==> src/rtl/ysyx_22041211_ifu_if.sv <==
// Fetch-side bundle of the IFU: redirect input, imem request/response channel, decoder handshake.
// The master modport is the IFU's view; the slave modport is the memory/decoder/back-end side.
interface ysyx_22041211_ifu_if;
    logic        redirect_valid_i;
    logic [31:0] redirect_pc_i;
    logic        imem_req_valid_o;
    logic        imem_req_ready_i;
    logic [31:0] imem_addr_o;
    logic        imem_rsp_valid_i;
    logic [31:0] imem_rsp_data_i;
    logic        inst_valid_o;
    logic        inst_ready_i;
    logic [31:0] inst_o;
    logic [31:0] pc_o;
    logic [31:0] fetch_cnt_o;

    modport master (
        input  redirect_valid_i, redirect_pc_i,
        output imem_req_valid_o, imem_addr_o,
        input  imem_req_ready_i, imem_rsp_valid_i, imem_rsp_data_i,
        output inst_valid_o, inst_o, pc_o, fetch_cnt_o,
        input  inst_ready_i
    );

    modport slave (
        output redirect_valid_i, redirect_pc_i,
        input  imem_req_valid_o, imem_addr_o,
        output imem_req_ready_i, imem_rsp_valid_i, imem_rsp_data_i,
        input  inst_valid_o, inst_o, pc_o, fetch_cnt_o,
        output inst_ready_i
    );
endinterface

==> src/rtl/ysyx_22041211_ifu.sv <==
// Instruction fetch: one outstanding imem request, registered {inst, pc} to the decoder, redirects kill stale responses.
// Latency: imem response -> inst_valid 1 cycle, handshake -> next request 1 cycle; holds inst/pc while inst_ready is low.
module ysyx_22041211_ifu #(
    parameter logic [31:0] RESET_PC = 32'h8000_0000
) (
    input logic                 clk,
    input logic                 rst,
    ysyx_22041211_ifu_if.master bus
);
    localparam logic [1:0] REQ  = 2'd0;
    localparam logic [1:0] WAIT = 2'd1;
    localparam logic [1:0] OUT  = 2'd2;

    logic [1:0]  state;
    logic [31:0] pc;
    logic [31:0] inst_buf;
    logic [31:0] fetch_cnt;
    logic        kill;
    logic [31:0] target;
    logic        req_fire;

    assign target   = bus.redirect_pc_i & 32'hFFFF_FFFC;
    assign req_fire = (state == REQ) && bus.imem_req_ready_i;

    always_ff @(posedge clk) begin
        if (rst) begin
            pc        <= RESET_PC;
            state     <= REQ;
            kill      <= 1'b0;
            inst_buf  <= 32'd0;
            fetch_cnt <= 32'd0;
        end else begin
            case (state)
                REQ: begin
                    if (bus.redirect_valid_i) begin
                        pc <= target;
                    end
                    if (req_fire) begin
                        state <= WAIT;
                        // The accepted request is for the old pc; its response must be dropped.
                        kill  <= bus.redirect_valid_i;
                    end
                end
                WAIT: begin
                    if (bus.imem_rsp_valid_i) begin
                        kill <= 1'b0;
                        if (kill || bus.redirect_valid_i) begin
                            state <= REQ;
                        end else begin
                            inst_buf <= bus.imem_rsp_data_i;
                            state    <= OUT;
                        end
                        if (bus.redirect_valid_i) begin
                            pc <= target;
                        end
                    end else if (bus.redirect_valid_i) begin
                        pc   <= target;
                        kill <= 1'b1;
                    end
                end
                OUT: begin
                    // Redirect wins over a same-cycle consume: the buffered word is wrong-path.
                    if (bus.redirect_valid_i) begin
                        pc    <= target;
                        state <= REQ;
                    end else if (bus.inst_ready_i) begin
                        pc        <= pc + 32'd4;
                        fetch_cnt <= fetch_cnt + 32'd1;
                        state     <= REQ;
                    end
                end
                default: state <= REQ;
            endcase
        end
    end

    assign bus.imem_req_valid_o = (state == REQ);
    assign bus.imem_addr_o      = pc;
    assign bus.inst_valid_o     = (state == OUT);
    assign bus.inst_o           = inst_buf;
    assign bus.pc_o             = pc;
    assign bus.fetch_cnt_o      = fetch_cnt;
endmodule

==> src/flat_wrapper.sv <==
// flat-port wrapper written by rule: the top's interface ports become plain ports
module ysyx_22041211_ifu_flat 
#(
    parameter logic [31:0] RESET_PC = 32'h8000_0000
)
  (clk, rst, bus_redirect_valid_i, bus_redirect_pc_i, bus_imem_req_valid_o, bus_imem_addr_o, bus_imem_req_ready_i, bus_imem_rsp_valid_i, bus_imem_rsp_data_i, bus_inst_valid_o, bus_inst_o, bus_pc_o, bus_fetch_cnt_o, bus_inst_ready_i);
  ysyx_22041211_ifu_if bus_i ();
  input logic clk;
  input logic rst;
  input wire logic [$bits(bus_i.redirect_valid_i)-1:0] bus_redirect_valid_i;
  input wire logic [$bits(bus_i.redirect_pc_i)-1:0] bus_redirect_pc_i;
  output wire logic [$bits(bus_i.imem_req_valid_o)-1:0] bus_imem_req_valid_o;
  output wire logic [$bits(bus_i.imem_addr_o)-1:0] bus_imem_addr_o;
  input wire logic [$bits(bus_i.imem_req_ready_i)-1:0] bus_imem_req_ready_i;
  input wire logic [$bits(bus_i.imem_rsp_valid_i)-1:0] bus_imem_rsp_valid_i;
  input wire logic [$bits(bus_i.imem_rsp_data_i)-1:0] bus_imem_rsp_data_i;
  output wire logic [$bits(bus_i.inst_valid_o)-1:0] bus_inst_valid_o;
  output wire logic [$bits(bus_i.inst_o)-1:0] bus_inst_o;
  output wire logic [$bits(bus_i.pc_o)-1:0] bus_pc_o;
  output wire logic [$bits(bus_i.fetch_cnt_o)-1:0] bus_fetch_cnt_o;
  input wire logic [$bits(bus_i.inst_ready_i)-1:0] bus_inst_ready_i;
  assign bus_i.redirect_valid_i = bus_redirect_valid_i;
  assign bus_i.redirect_pc_i = bus_redirect_pc_i;
  assign bus_imem_req_valid_o = bus_i.imem_req_valid_o;
  assign bus_imem_addr_o = bus_i.imem_addr_o;
  assign bus_i.imem_req_ready_i = bus_imem_req_ready_i;
  assign bus_i.imem_rsp_valid_i = bus_imem_rsp_valid_i;
  assign bus_i.imem_rsp_data_i = bus_imem_rsp_data_i;
  assign bus_inst_valid_o = bus_i.inst_valid_o;
  assign bus_inst_o = bus_i.inst_o;
  assign bus_pc_o = bus_i.pc_o;
  assign bus_fetch_cnt_o = bus_i.fetch_cnt_o;
  assign bus_i.inst_ready_i = bus_inst_ready_i;
  ysyx_22041211_ifu #(.RESET_PC(RESET_PC)) u_core (.clk(clk), .rst(rst), .bus(bus_i));
endmodule
==> config.mk <==
export PLATFORM = sky130hd
export DESIGN_NAME = ysyx_22041211_ifu_flat
export DESIGN_NICKNAME = d
export VERILOG_FILES = /design/src/rtl/ysyx_22041211_ifu_if.sv /design/src/rtl/ysyx_22041211_ifu.sv /design/src/flat_wrapper.sv
export SDC_FILE = /design/constraint.sdc
export NUM_CORES = 1
export LEC_CHECK = 0
export BUFFER_PORTS_ARGS = -buffer_cell sky130_fd_sc_hd__buf_2
export CORE_ASPECT_RATIO = 0.8
export CORE_MARGIN = 3
export CORE_UTILIZATION = 53
export DETAILED_ROUTE_END_ITERATION = 16
export GPL_TIMING_DRIVEN = 0
export PLACE_DENSITY = 0.88
export SLEW_MARGIN = 0
export SYNTH_ARGS = -nofsm -noshare
export SYNTH_HDL_FRONTEND = slang
export SYNTH_SLANG_ARGS = --single-unit
==> constraint.sdc <==
create_clock -name clk -period 4.5 [get_ports clk]
set_clock_uncertainty 0.2 [all_clocks]
set_input_delay 0 -clock clk [delete_from_list [all_inputs] [get_ports clk]]
set_output_delay 0 -clock clk [all_outputs]
set_load 0.005 [all_outputs]
==> impl_metrics.tcl <==
set metrics [dict create \
    hold_class "reg2reg" \
    htreeDepth 3 \
    synth_area_per_cell_um2 7.75 \
    tritoncts "yes" \
    hold_viol 0 \
    finalNonFillerCells 1056 \
    slew_headroom_pct 41.3 \
    gr-total-overflow 0 \
    cp.required_ns 4.53 \
    die_area_um2 10800 \
    worstHoldStart "u_core.bus.inst_o[14]" \
    max_cap_violations 0 \
    clkTransAtPathRegs_ns 0.07 \
    wirelength_um 17900 \
    grt_max_degree 17 \
    pin_count 200 \
    nets 1007 \
    p_per_area_nw_per_um2 276 \
    tightest_slew_ns 0.873 \
    grt_usage_pct 32.4 \
    max_freq_mhz 349 \
    drt_iter0_markers 600 \
    whs_endpoint "u_core.bus.inst_o[14]" \
    peakVddDrop_mv 0.212 \
    clk_latency_ns 0.34 \
    finalPower_w 0.00200 \
    ys_seq_area_share_pct 38.1 \
    synth_ff_type "dfxtp_1" \
    synth_area_um2 5100 \
    critPathLaunchType "register" \
    outcome "complete, no violations" \
    synthAdderAreaFrac_pct 0.491 \
    vias 6151 \
    r2r-end "u_core.bus.imem_addr_o[31]" \
    synthCells 658 \
    synth_edf_count 0 \
    dp_cells 969 \
    wl_per_cell_um 17.0 \
    die_w_um 116 \
    finalSetupTns_ns 0 \
    synthArstFlopShare_pct 0 \
    dp_hpwl_um 11400 \
    antenna_found_initial 0 \
    drc 0 \
    numCtsBuffers 9 \
    synth.distinct_cells 63 \
    setup-violations-final 0 \
    p_leak_nw 3.20 \
    finalCriticalPeriod_ns 2.86 \
    synthToLayoutAreaGrowth_pct 41.9 \
    clock-sinks 97 \
    post-route-period-util_pct 63.7 \
    ys_ff_latch 97 \
    cts.root.buffer_cell "clkbuf_16" \
    synth-compound-area-share_pct 17.3 \
    ys_warn_count 0 \
    post-place-ws_ns 1.95 \
    slew_violations 0 \
    antenna_left 0 \
    timing.rr.start "u_core.state[1]" \
    rows 31 \
    synthSimpleGateAreaFrac_pct 28.2 \
    core_area_um2 9190 \
    crit_path_end_kind "register" \
    postCtsSetupRepairBufs 0 \
    place.gp.congestion 0.948 \
    slowest_stage "a21oi_1" \
    r2r_slack_ns 1.64 \
    grt_pass1_wl_um 28200 \
    viasPerCell 5.82 \
    cp.arrival_ns 2.89 \
    rsz0062_at_grt "false" \
    reg2regPathDepth 8 \
    start_util_pct 55.5 \
    layout_setup_ws_ns 1.64 \
    cp_common_cell "a21oi_1" \
    first_pass_iters 5 \
    numPortBuffers 193 \
    hold_depth 2 \
    critPathKind "reg2reg" \
    synthXorXnorAreaFrac_pct 4.64 \
    layout-drive-gt1-share_pct 29.0 \
    cp_max_fo 10 \
    slowest_delay_ns 0.62 \
    crit_chain "buf_2, a21oi_1, a21oi_1, buf_2, nand2_1, mux2i_1, a21oi_1, dlygate4sd3_1" \
    cts_buffer_depth 2 \
    muxShareOfSynthArea_pct 1.62 \
    die_h_um 93.7 \
    grt_pass1_vias 5748 \
    synth_top_family_by_area "simple AND/OR/NAND/NOR gates" \
]
==> cells by family (layout without fill, tap and decap cells) <==
logic type | Yosys count | after routing
xor gates and xnor gates | 27 | 27
buffers and inverters | 89 | 368
other | 1 | 5
adders and majority gates | 2 | 2
DFF | 97 | 97
AOI/OAI and AO/OA | 146 | 146
and+or+nand+nor | 288 | 288
muxes | 8 | 8
==> report_power, final <==
part / internal (W) / switching, W / leakage (nW) / total [W]
Clock: 0.000464 / 0.000332 / 0.156 / 0.000796
Sequential: 0.000884 / 0.0000353 / 0.789 / 0.000919
Combinational: 0.000153 / 0.000132 / 2.25 / 0.000284
==> cell type report <==
class,count,area [um2]
fillers,633,1950
well taps,115,144
repair buffers,263,1670
clock inverters,5,61.3
flip-flops and latches,97,1940
plain buffers,78,450
multi-input cells,475,2680
inverters,11,41.3
diodes,1,2.50
clock buffers,11,253
==> cell usage in the layout (no fill, tap or decap), types with 6 or more instances in the layout <==
cell,count
a211oi_1,9
a21oi_1,71
a31oi_1,8
and3_1,11
and4_1,6
buf_2,202
buf_4,34
clkbuf_1,28
clkbuf_16,9
dfxtp_1,97
dlygate4sd3_1,70
inv_1,11
mux2i_1,6
nand2_1,112
nand3_1,24
nand4_1,10
nor2_1,50
nor3_1,19
nor4_1,11
o21ai_0,23
or3_1,10
xnor2_1,23
==> cells in the mapped netlist (all sizes together) (2+ instances only) <==
master | number | area [um2]
nand2 | 112 | 420
o21ai | 23 | 115
a31o | 3 | 26.3
a311oi | 5 | 43.8
nor2b | 4 | 25.0
and2 | 6 | 37.5
dfxtp | 97 | 1940
and3 | 11 | 68.8
a211oi | 9 | 67.6
xnor2 | 23 | 201
nand3 | 24 | 120
mux2i | 6 | 60.1
o41ai | 2 | 17.5
nand4 | 12 | 96.3
buf | 49 | 338
a21oi | 71 | 355
a32o | 5 | 50.1
or3 | 11 | 70.1
inv | 11 | 41.3
nor3 | 19 | 95.1
nor4 | 12 | 90.1
a31oi | 8 | 50.1
o31ai | 4 | 30.0
clkbuf | 29 | 113
o211ai | 2 | 15.0
nand3b | 2 | 15.0
o22ai | 3 | 18.8
and4 | 6 | 52.6
xor2 | 4 | 35.0
or4 | 4 | 33.8
nor2 | 51 | 199
mux2 | 2 | 22.5
a21o | 2 | 15.0
nand2b | 3 | 18.8
or2 | 3 | 18.8
ha | 2 | 25.0
or3b | 2 | 17.5
nor3b | 3 | 27.5
==> worst max-delay path by stage <==
stage	from	endpoint	slack, ns	cells past startpoint
floorplan	u_core.bus.imem_addr_o[2]	u_core.bus.imem_addr_o[24]	2.21	6
global placement	u_core.bus.imem_addr_o[2]	u_core.bus.imem_addr_o[20]	2.00	6
detailed placement	u_core.bus.imem_addr_o[2]	u_core.bus.imem_addr_o[20]	1.95	6
CTS	u_core.state[1]	u_core.bus.imem_addr_o[31]	1.74	8
global route	u_core.state[1]	u_core.bus.imem_addr_o[31]	1.56	8
finish	u_core.state[1]	u_core.bus.imem_addr_o[31]	1.64	8
==> registers in the layout, indices dropped and copies added, names as in the netlist <==
register / cells
u_core.state: 2
u_core.bus.fetch_cnt_o: 32
u_core.bus.imem_addr_o: 30
u_core.bus.inst_o: 32
u_core.kill: 1
==> repair_timing <==
item,4_1_cts,5_1_grt
hold buffers,70,0
gates resized for setup,0,0
hold endpoints to repair,66,0
==> critical path: cells and delay by family (launching register included) <==
kind | cells | cell delay, ns
buffers and inverters | 3 | 1.17
and+or+nand+nor | 1 | 0.09
DFF | 1 | 0.36
muxes | 1 | 0.13
AOI/OAI and AO/OA | 3 | 0.81
==> metal layers <==
layer	vias up	track usage [%]	wire length [um]
li1	2831	-	-
met1	2799	40.7	6950
met2	439	53.8	8370
met3	82	6.76	1860
met4	0	13.8	747
met5	-	0	0
==> stage by stage <==
stage | util (%) | hold WS, ns | cell area (um2)
2_1_floorplan | - | -0.0640 | 5110
3_3_place_gp | 67.7 | 0.0412 | 6220
3_5_place_dp | 67.7 | 0.0461 | 6220
4_1_cts | 78.7 | 0.234 | 7240
5_1_grt | 78.7 | 0.267 | 7240
6_report | 78.7 | 0.253 | 7240
No activity file was read; power rests on OpenSTA's default activity.
